==> config.mk <==
export PLATFORM = sky130hd
export DESIGN_NAME = mult_div_iter_flat
export DESIGN_NICKNAME = d
export VERILOG_FILES = /design/src/rtl/mult_div_iter_if.sv /design/src/rtl/mult_div_iter.sv /design/src/flat_wrapper.sv
export SDC_FILE = /design/constraint.sdc
export NUM_CORES = 2
export LEC_CHECK = 0
export ABC_AREA = 1
export BUFFER_PORTS_ARGS = -buffer_cell sky130_fd_sc_hd__buf_2
export CORE_ASPECT_RATIO = 1.25
export CORE_UTILIZATION = 45
export CTS_BUF_LIST = sky130_fd_sc_hd__clkbuf_8
export DETAILED_ROUTE_END_ITERATION = 10
export HOLD_SLACK_MARGIN = 0.12
export PLACE_DENSITY_LB_ADDON = 0.05
export SLEW_MARGIN = 25
export SYNTH_ARGS = -nofsm -noshare
export SYNTH_HDL_FRONTEND = slang
export SYNTH_SLANG_ARGS = --single-unit
==> constraint.sdc <==
create_clock -name clk -period 18 [get_ports clk]
set_clock_uncertainty 0.2 [all_clocks]
set_input_delay 0.9 -clock clk [delete_from_list [all_inputs] [get_ports clk]]
set_output_delay 0.9 -clock clk [all_outputs]
set_load 0.02 [all_outputs]
==> src/rtl/mult_div_iter_if.sv <==
// ---------------------------------------------------------------------------
// mult_div_iter_if
//   Bundle between the E stage and the HI/LO multiply-divide unit.
//   master : pipeline side (drives launches and mthi/mtlo writes)
//   slave  : mult_div_iter (returns busy and the architectural HI/LO)
//
//   req         exception in flight; blocks any new launch/write this cycle
//   start, op   launch op (0 mult .. 7 msubu) with operands a, b
//   a, b        rs / rt operands; a is also the mthi/mtlo data
//   mthi, mtlo  write a into HI / LO
//   busy        high while an op is in progress
//   hi, lo      architectural HI / LO
// ---------------------------------------------------------------------------
interface mult_div_iter_if #(
    parameter int WIDTH = 32
);
    logic             req;
    logic             start;
    logic [2:0]       op;
    logic [WIDTH-1:0] a;
    logic [WIDTH-1:0] b;
    logic             mthi;
    logic             mtlo;
    logic             busy;
    logic [WIDTH-1:0] hi;
    logic [WIDTH-1:0] lo;

    modport master (output req, start, op, a, b, mthi, mtlo,
                    input  busy, hi, lo);
    modport slave  (input  req, start, op, a, b, mthi, mtlo,
                    output busy, hi, lo);
endinterface

==> src/rtl/mult_div_iter.sv <==
// ---------------------------------------------------------------------------
// mult_div_iter
//   HI/LO multiply-divide unit for the E stage.
//   - Multiply class: product captured at launch, committed to {hi,lo}
//     after MUL_LAT busy cycles (optionally accumulated / subtracted).
//   - Divide: radix-2 non-restoring, one quotient bit per cycle for WIDTH
//     cycles, then one FIX cycle for remainder and sign correction.
//   Ports:
//     clk    clock
//     reset  synchronous, active-high
//     mdu    mult_div_iter_if.slave (req/start/op/a/b/mthi/mtlo in,
//            busy/hi/lo out, all outputs registered)
//   Optional feature macro: MDU_MACC_EN
//     defined   -> ops 4-7 (madd/maddu/msub/msubu) accumulate into {hi,lo}
//     undefined -> ops 4-7 are no-ops and the accumulate adder is absent
// ---------------------------------------------------------------------------
module mult_div_iter #(
    parameter int WIDTH   = 32,
    parameter int MUL_LAT = 5,
    parameter int CNT_W   = 6
) (
    input  logic           clk,
    input  logic           reset,
    mult_div_iter_if.slave mdu
);
    typedef enum logic [1:0] {S_IDLE, S_MUL, S_DIV, S_FIX} state_t;
`ifdef MDU_MACC_EN
    typedef enum logic [1:0] {K_SET, K_ADD, K_SUB} mul_kind_t;
    mul_kind_t mul_kind_q;
`endif

    state_t             state_q;
    logic [CNT_W-1:0]   cnt_q;
    logic               busy_q;
    logic [WIDTH-1:0]   hi_q, lo_q;
    logic [2*WIDTH-1:0] prod_q;
    // Divider: signed partial remainder (two guard bits), dividend/quotient
    // shift register and divisor magnitude.
    logic [WIDTH+1:0]   r_q;
    logic [WIDTH-1:0]   q_q, d_q, a_q;
    logic               quo_neg_q, rem_neg_q, div0_q, ovf_q;

    // ---------------- launch decode ----------------
    logic               is_signed, is_div, launch_mul;
    logic               a_neg, b_neg, div0, ovf;
    logic [WIDTH-1:0]   a_mag, b_mag;
    logic [2*WIDTH-1:0] ext_a, ext_b, prod_d;

    assign is_signed = ~mdu.op[0];
    assign is_div    = (mdu.op[2:1] == 2'b01);
`ifdef MDU_MACC_EN
    assign launch_mul = ~is_div;
`else
    assign launch_mul = (mdu.op[2:1] == 2'b00);
`endif

    // Sign/zero extension to 2*WIDTH makes one modulo-2^(2W) multiply
    // correct for both signed and unsigned operands.
    assign ext_a  = is_signed ? {{WIDTH{mdu.a[WIDTH-1]}}, mdu.a} : {{WIDTH{1'b0}}, mdu.a};
    assign ext_b  = is_signed ? {{WIDTH{mdu.b[WIDTH-1]}}, mdu.b} : {{WIDTH{1'b0}}, mdu.b};
    assign prod_d = ext_a * ext_b;

    assign a_neg = is_signed & mdu.a[WIDTH-1];
    assign b_neg = is_signed & mdu.b[WIDTH-1];
    assign a_mag = a_neg ? -mdu.a : mdu.a;
    assign b_mag = b_neg ? -mdu.b : mdu.b;
    assign div0  = (mdu.b == '0);
    assign ovf   = is_signed && (mdu.a == {1'b1, {(WIDTH-1){1'b0}}}) && (&mdu.b);

    // ---------------- datapath next values ----------------
    logic [WIDTH+1:0]   shift_v, r_d;
    logic [WIDTH-1:0]   q_d, rem_mag, hi_fix, lo_fix;
    logic [2*WIDTH-1:0] acc_d;

    // NOTE: every always_comb output gets a default first so no path can
    // leave it unassigned and infer a latch.
    always_comb begin
        shift_v = {r_q[WIDTH:0], q_q[WIDTH-1]};
        r_d     = '0;
        // Non-restoring step: subtract while the remainder is non-negative,
        // add back the divisor while it is negative.
        if (r_q[WIDTH+1]) r_d = shift_v + {2'b00, d_q};
        else              r_d = shift_v - {2'b00, d_q};
        q_d = {q_q[WIDTH-2:0], ~r_d[WIDTH+1]};

        // Final correction brings a negative remainder back into [0, d).
        rem_mag = r_q[WIDTH+1] ? r_q[WIDTH-1:0] + d_q : r_q[WIDTH-1:0];
        hi_fix  = rem_neg_q ? -rem_mag : rem_mag;
        lo_fix  = quo_neg_q ? -q_q : q_q;

        acc_d = prod_q;
`ifdef MDU_MACC_EN
        case (mul_kind_q)
            K_ADD:   acc_d = {hi_q, lo_q} + prod_q;
            K_SUB:   acc_d = {hi_q, lo_q} - prod_q;
            default: acc_d = prod_q;
        endcase
`endif
    end

    // ---------------- FSM and state ----------------
    // NOTE: sequential state uses non-blocking assignments so every register
    // samples the pre-edge values regardless of statement order.
    always_ff @(posedge clk) begin
        if (reset) begin
            state_q   <= S_IDLE;
            cnt_q     <= '0;
            busy_q    <= 1'b0;
            hi_q      <= '0;
            lo_q      <= '0;
            prod_q    <= '0;
            r_q       <= '0;
            q_q       <= '0;
            d_q       <= '0;
            a_q       <= '0;
            quo_neg_q <= 1'b0;
            rem_neg_q <= 1'b0;
            div0_q    <= 1'b0;
            ovf_q     <= 1'b0;
`ifdef MDU_MACC_EN
            mul_kind_q <= K_SET;
`endif
        end else begin
            case (state_q)
                S_IDLE: begin
                    if (!mdu.req) begin
                        if (mdu.mthi) begin
                            hi_q <= mdu.a;
                        end else if (mdu.mtlo) begin
                            lo_q <= mdu.a;
                        end else if (mdu.start && is_div) begin
                            r_q       <= '0;
                            q_q       <= a_mag;
                            d_q       <= b_mag;
                            a_q       <= mdu.a;
                            quo_neg_q <= a_neg ^ b_neg;
                            rem_neg_q <= a_neg;
                            div0_q    <= div0;
                            ovf_q     <= ovf;
                            cnt_q     <= CNT_W'(WIDTH);
                            busy_q    <= 1'b1;
                            state_q   <= S_DIV;
                        end else if (mdu.start && launch_mul) begin
                            prod_q  <= prod_d;
`ifdef MDU_MACC_EN
                            case (mdu.op[2:1])
                                2'b10:   mul_kind_q <= K_ADD;
                                2'b11:   mul_kind_q <= K_SUB;
                                default: mul_kind_q <= K_SET;
                            endcase
`endif
                            cnt_q   <= CNT_W'(MUL_LAT);
                            busy_q  <= 1'b1;
                            state_q <= S_MUL;
                        end
                    end
                end
                S_MUL: begin
                    cnt_q <= cnt_q - CNT_W'(1);
                    if (cnt_q == CNT_W'(1)) begin
                        {hi_q, lo_q} <= acc_d;
                        busy_q       <= 1'b0;
                        state_q      <= S_IDLE;
                    end
                end
                S_DIV: begin
                    r_q   <= r_d;
                    q_q   <= q_d;
                    cnt_q <= cnt_q - CNT_W'(1);
                    if (cnt_q == CNT_W'(1)) state_q <= S_FIX;
                end
                S_FIX: begin
                    if (div0_q) begin
                        hi_q <= a_q;
                        lo_q <= '1;
                    end else if (ovf_q) begin
                        hi_q <= '0;
                        lo_q <= a_q;
                    end else begin
                        hi_q <= hi_fix;
                        lo_q <= lo_fix;
                    end
                    busy_q  <= 1'b0;
                    state_q <= S_IDLE;
                end
                default: state_q <= S_IDLE;
            endcase
        end
    end

    assign mdu.busy = busy_q;
    assign mdu.hi   = hi_q;
    assign mdu.lo   = lo_q;
endmodule

==> src/flat_wrapper.sv <==
// flat-port wrapper written by rule: the top's interface ports become plain ports
module mult_div_iter_flat 
#(
    parameter int WIDTH   = 32,
    parameter int MUL_LAT = 5,
    parameter int CNT_W   = 6
)
  (clk, reset, mdu_req, mdu_start, mdu_op, mdu_a, mdu_b, mdu_mthi, mdu_mtlo, mdu_busy, mdu_hi, mdu_lo);
  mult_div_iter_if #(.WIDTH(WIDTH)) mdu_i ();
  input  logic clk;
  input  logic reset;
  input wire logic [$bits(mdu_i.req)-1:0] mdu_req;
  input wire logic [$bits(mdu_i.start)-1:0] mdu_start;
  input wire logic [$bits(mdu_i.op)-1:0] mdu_op;
  input wire logic [$bits(mdu_i.a)-1:0] mdu_a;
  input wire logic [$bits(mdu_i.b)-1:0] mdu_b;
  input wire logic [$bits(mdu_i.mthi)-1:0] mdu_mthi;
  input wire logic [$bits(mdu_i.mtlo)-1:0] mdu_mtlo;
  output wire logic [$bits(mdu_i.busy)-1:0] mdu_busy;
  output wire logic [$bits(mdu_i.hi)-1:0] mdu_hi;
  output wire logic [$bits(mdu_i.lo)-1:0] mdu_lo;
  assign mdu_i.req = mdu_req;
  assign mdu_i.start = mdu_start;
  assign mdu_i.op = mdu_op;
  assign mdu_i.a = mdu_a;
  assign mdu_i.b = mdu_b;
  assign mdu_i.mthi = mdu_mthi;
  assign mdu_i.mtlo = mdu_mtlo;
  assign mdu_busy = mdu_i.busy;
  assign mdu_hi = mdu_i.hi;
  assign mdu_lo = mdu_i.lo;
  mult_div_iter #(.WIDTH(WIDTH), .MUL_LAT(MUL_LAT), .CNT_W(CNT_W)) u_core (.clk(clk), .reset(reset), .mdu(mdu_i));
endmodule
* After elaboration in Yosys (flattened, before gate mapping)
Index checks and enable logic that the tools add are counted.
** Cells by class
- Add/subtract/negate cells :: 8
- Shifts and indexed selects :: 0
- Reduce and logical (&&, ||, !) cells :: 20
- Muxes and demuxes :: 52
- Order comparisons :: 0
- Equality and inequality tests :: 15
- Bitwise logic cells :: 9
- Div/mod/pow operators :: 0
- Multipliers :: 1
** Operator list (count)
- two-way mux 32 bit :: 20
- one-hot mux 32 bit (3 select lines) :: 2
- two-way mux 34 bit :: 5
- two-way mux 64 bit :: 2
- negator 32 bit :: 4
- one-hot mux 34 bit (2 select lines) :: 1
- multiplier 64 x 64 -> 64 bit :: 1
- one-hot mux 32 bit (2 select lines) :: 1
- adder 34 x 32 -> 34 bit :: 1
- subtractor 34 x 32 -> 34 bit :: 1
- adder 32 bit :: 1
- equality test 32 bit, second input constant :: 1
- zero test 32 bit :: 1
- AND reduction 32 bit :: 1
- two-way mux 6 bit :: 5
- AND reduction 5 bit :: 4
- AND reduction 6 bit :: 3
- two-way mux 2 bit :: 7
- one-hot mux 6 bit (2 select lines) :: 1
- != test 2 bit, second input constant :: 5
- one-hot mux 2 bit (4 select lines) :: 1
- equality test 6 x 1 -> 1 bit, second input constant :: 1
- two-way mux 1 bit :: 6
- != test 2 x 1 -> 1 bit, second input constant :: 3
- other kinds (14) :: 27
** Storage, ports and cells
- Bits of input ports :: 73
- Memories :: 0
- Word-level logic and storage cells :: 119
- Register bits :: 271
- Output and inout port bits :: 65
- Bits in latches :: 0
- ROM bits :: 0
- RAM bits :: 0

* Longest topological paths before layout
- Word-level depth :: 8
- Mapped depth :: 44
- Mapped depth without buffers :: 42

* Worst setup path before layout
No wires, ideal clock.
- Kind :: input-to-reg
- Start point :: input port mdu_op[0]
- End point :: register u_core.prod_q[63] (netlist: u_core.acc_d[63])
- Path slack :: 8.115 ns
- Data required time :: 17.726 ns
- Cell stages on the path :: 34
- Arrival time :: 9.611 ns
- Cells stage by stage :: clkbuf_1 > clkbuf_1 > buf_1 > nor2_1 > fa_1 > inv_1 > fa_1 > inv_1 > fa_1 > inv_1 > fa_1 > inv_1 > fa_1 > inv_1 > fa_1 > inv_1 > fa_1 > inv_1 > fa_1 > inv_1 > fa_1 > inv_1 > fa_1 > inv_1 > ha_1 > nand2_1 > nor3_1 > nand2_1 > nor3_1 > inv_1 > nor4_1 > a211oi_1 > a21o_1 > a31oi_1
** Between the ends
- Longest elaborated chain between the ends :: 2
- Elaborated cells between the ends (all ways) :: 3
- Those cells by class :: mul (1); mux (2)
** Ends and longest elaborated chain
- from (decl) :: line flat_wrapper.sv:14 : input wire logic [$bits(mdu_i.op)-1:0] mdu_op;
- two-way mux 64 bit (on tied branches) :: line mult_div_iter.sv:59, mult_div_iter.sv:60
- multiplier 64 x 64 -> 64 bit * :: line mult_div_iter.sv:61 : assign prod_d = ext_a * ext_b;
- to (signal assigned) :: line mult_div_iter.sv:144 : prod_q <= prod_d;
- to (decl) :: line mult_div_iter.sv:36 : logic [2*WIDTH-1:0] prod_q;
Every way passes the cells marked *; elsewhere a longest branch is shown, timed or not.
A chain may end at the register's enable or synchronous reset.

* Worst setup path in the final report
- Start point :: input port mdu_op[0]
- End point :: register u_core.prod_q[60] (netlist: u_core.acc_d[60])
The elaborated chain is that of the path after synthesis.

==> flow_metrics.tcl <==
set metrics [dict create \
    drive_gt1_frac 0.0493 \
    ys_top_cells_by_area "fa_1 (41%), inv_1 (14%), nand2_1 (10%)" \
    rsz0062_at_grt "no" \
    firstDrtPassIters 6 \
    hp-class "flip-flop to flip-flop" \
    synth_most_common_cell "inv_1" \
    ios 138 \
    netlist_top_cells_count "inv_1 (2,603), nand2_1 (1,913), fa_1 (1,421)" \
    die-area_um2 155000 \
    worstPathArrival_ps 11220 \
    syn_avg_cell_area_um2 7.54 \
    crit_path_start_kind "input port" \
    fillCellCount 15683 \
    area_growth_pct 5.06 \
    grt_pass1_wl_um 404000 \
    drv_cap 0 \
    die_h_um 440 \
    core_area_um2 152000 \
    cts_buffers 44 \
    cts_hold_buffers 0 \
    postCtsSetupBuffers 0 \
    yosys.area.top_type "fa_1" \
    criticalPathCategory "input port to flip-flop" \
    setup_viol 0 \
    cts_resized 0 \
    h-tree-depth 2 \
    crit_buf_inv 15 \
    slew_headroom 0.256 \
    vias 58400 \
    fmax_ghz 0.0920 \
    via_per_inst 5.26 \
    cp_slowest_cell "nand2_1" \
    synthCells 9149 \
    fin_setup_tns_ps 0 \
    synth-edff-count 0 \
    antenna_found_initial 23 \
    status "completed" \
    yosysSeqAreaShare 0.0786 \
    synth_nets 11030 \
    wirelength_um 273000 \
    ys_ff_latch 271 \
    finalNetCount 10919 \
    fin_crit_sh 0.604 \
    synth_flop_cell "dfxtp_1" \
    clockBufferDepth 3 \
    cts_sinks 271 \
    critPathTopFamily "adder cells" \
    synth.top_cell.area_share 0.412 \
    dp_hpwl_um 223000 \
    ys_types 60 \
    remaining_drc_errors 0 \
    drv_slew 0 \
    initial_utilization 0.453 \
    grt_pass1_vias 62253 \
    cpPeakStageDelay_ps 800 \
    fin_crit_ps 10870 \
    clkLatencyLatePin_ps 670 \
    rows 160 \
    cts_root_buffer "clkbuf_8" \
    grt_max_degree 85 \
    gp_congestion 0.998 \
    worstMarginPinSlew_ps 1110 \
    place.port_buffers 137 \
    die_x_um 352 \
    drtIter0Drc 4309 \
    yosys_warnings 0 \
    gr-total-overflow 0 \
    cp.required_ps 18360 \
    clkSlewWorstSetupHoldPaths_ps 70 \
    wire_per_inst_um 24.6 \
    async_flop_share 0 \
    critPathCaptureType "flip-flop" \
    whs_ps 273 \
    hold_viol 0 \
    cts_tree "yes" \
    crit_path_frequent_cell "inv_1" \
    cp_max_fo 20 \
    track_usage 0.357 \
    synthesis.area_um2 69000 \
    antenna_left 0 \
]
==> cells by family (layout without fill, tap and decap cells) <==
logic type / count (synthesis) / after routing / share of synthesized area
buffers and inverters: 3027 / 2950 / 0.165
other: 0 / 5 / 0
flip-flops: 271 / 271 / 0.0786
AND/OR/NAND/NOR: 2837 / 2837 / 0.168
AO/OA/AOI/OAI: 1032 / 1032 / 0.0838
adder cells (fa/ha/maj): 1808 / 1808 / 0.482
XOR/XNOR: 174 / 174 / 0.0221
==> worst reg2reg max path: cells and delay by family, from the launching register on <==
kind                     cells  cell delay, ps
XOR/XNOR                     1             150
adder cells (fa/ha/maj)      1             390
AO/OA/AOI/OAI                7            1380
AND/OR/NAND/NOR             13            2880
flip-flops                   1             390
==> path summary, 6_finish.rpt <==
check | startpoint | endpoint | slack, ps | cells past startpoint
max | mdu_op[0] | u_core.acc_d[60] | 7130 | 37
min | u_core.acc_d[0] | u_core.acc_d[0] | 270 | 2
max reg2reg | u_core.d_q[1] | u_core.r_q[29] | 12480 | 22
min reg2reg | u_core.acc_d[0] | u_core.acc_d[0] | 270 | 2
==> sequential cells by signal, summed over array words and instances (netlist names), 2 cells and up <==
| name | count |
|---|---|
| u_core.acc_d | 64 |
| u_core.r_q | 34 |
| u_core.a_q | 32 |
| u_core.d_q | 32 |
| u_core.mdu.hi | 32 |
| u_core.mdu.lo | 32 |
| u_core.q_q | 32 |
| u_core.cnt_q | 6 |
| u_core.state_q | 2 |
==> layout by cell type (no fill, tap or decap), drive strengths merged, types with 13 or more instances in the layout <==
cell / Yosys / final
a21o: 15 / 15
nand3b: 15 / 15
nand4: 53 / 53
nand3: 175 / 175
nand2: 1936 / 1936
nor3: 62 / 62
nor2: 539 / 539
fa: 1421 / 1421
o21a: 13 / 13
nor4: 18 / 18
or2: 26 / 26
dfxtp: 271 / 271
a21oi: 444 / 444
clkbuf: 262 / 57
xor2: 105 / 105
a211oi: 31 / 31
o211ai: 25 / 25
clkinv: 5 / 14
o21ai: 362 / 362
o221ai: 34 / 34
inv: 2613 / 2626
ha: 387 / 387
o21bai: 18 / 18
a31oi: 48 / 48
xnor2: 69 / 69
buf: 147 / 252
==> per-stage QoR <==
step / instances / instance area [um2] / worst slack [ps] / utilization
finish: 11102 / 72500 / 7130 / 0.476
global route: 11099 / 72500 / 6720 / 0.476
CTS: 11097 / 72500 / 7170 / 0.476
detailed placement: 11017 / 71600 / 6470 / 0.470
global placement: 11017 / 71600 / 6480 / 0.470
floorplan: 9149 / 69000 / 8110 / -
==> final cells by class <==
class | instances | area, um2 | area share
Sequential cell | 271 | 5430 | 0.0749
Clock buffer | 57 | 785 | 0.0108
Antenna cell | 5 | 12.5 | 0.000173
Clock inverter | 23 | 129 | 0.00178
Timing Repair Buffer | 252 | 1550 | 0.0214
Inverter | 2618 | 9830 | 0.136
Tap cell | 2025 | 2530 | 0.0350
Multi-Input combinational cell | 5851 | 52200 | 0.720
==> metal layers <==
| layer | wire length [um] | global-route usage | share of wire |
|---|---|---|---|
| met1 | 103000 | 0.412 | 0.38 |
| met2 | 136000 | 0.637 | 0.50 |
| met3 | 15300 | 0.0402 | 0.056 |
| met4 | 19000 | 0.211 | 0.070 |
| met5 | 76 | 0 | 0.00028 |
Power is left out: the tool's default activity adds up to more than one toggle a clock period on the data nets, which glitch-free logic cannot reach.
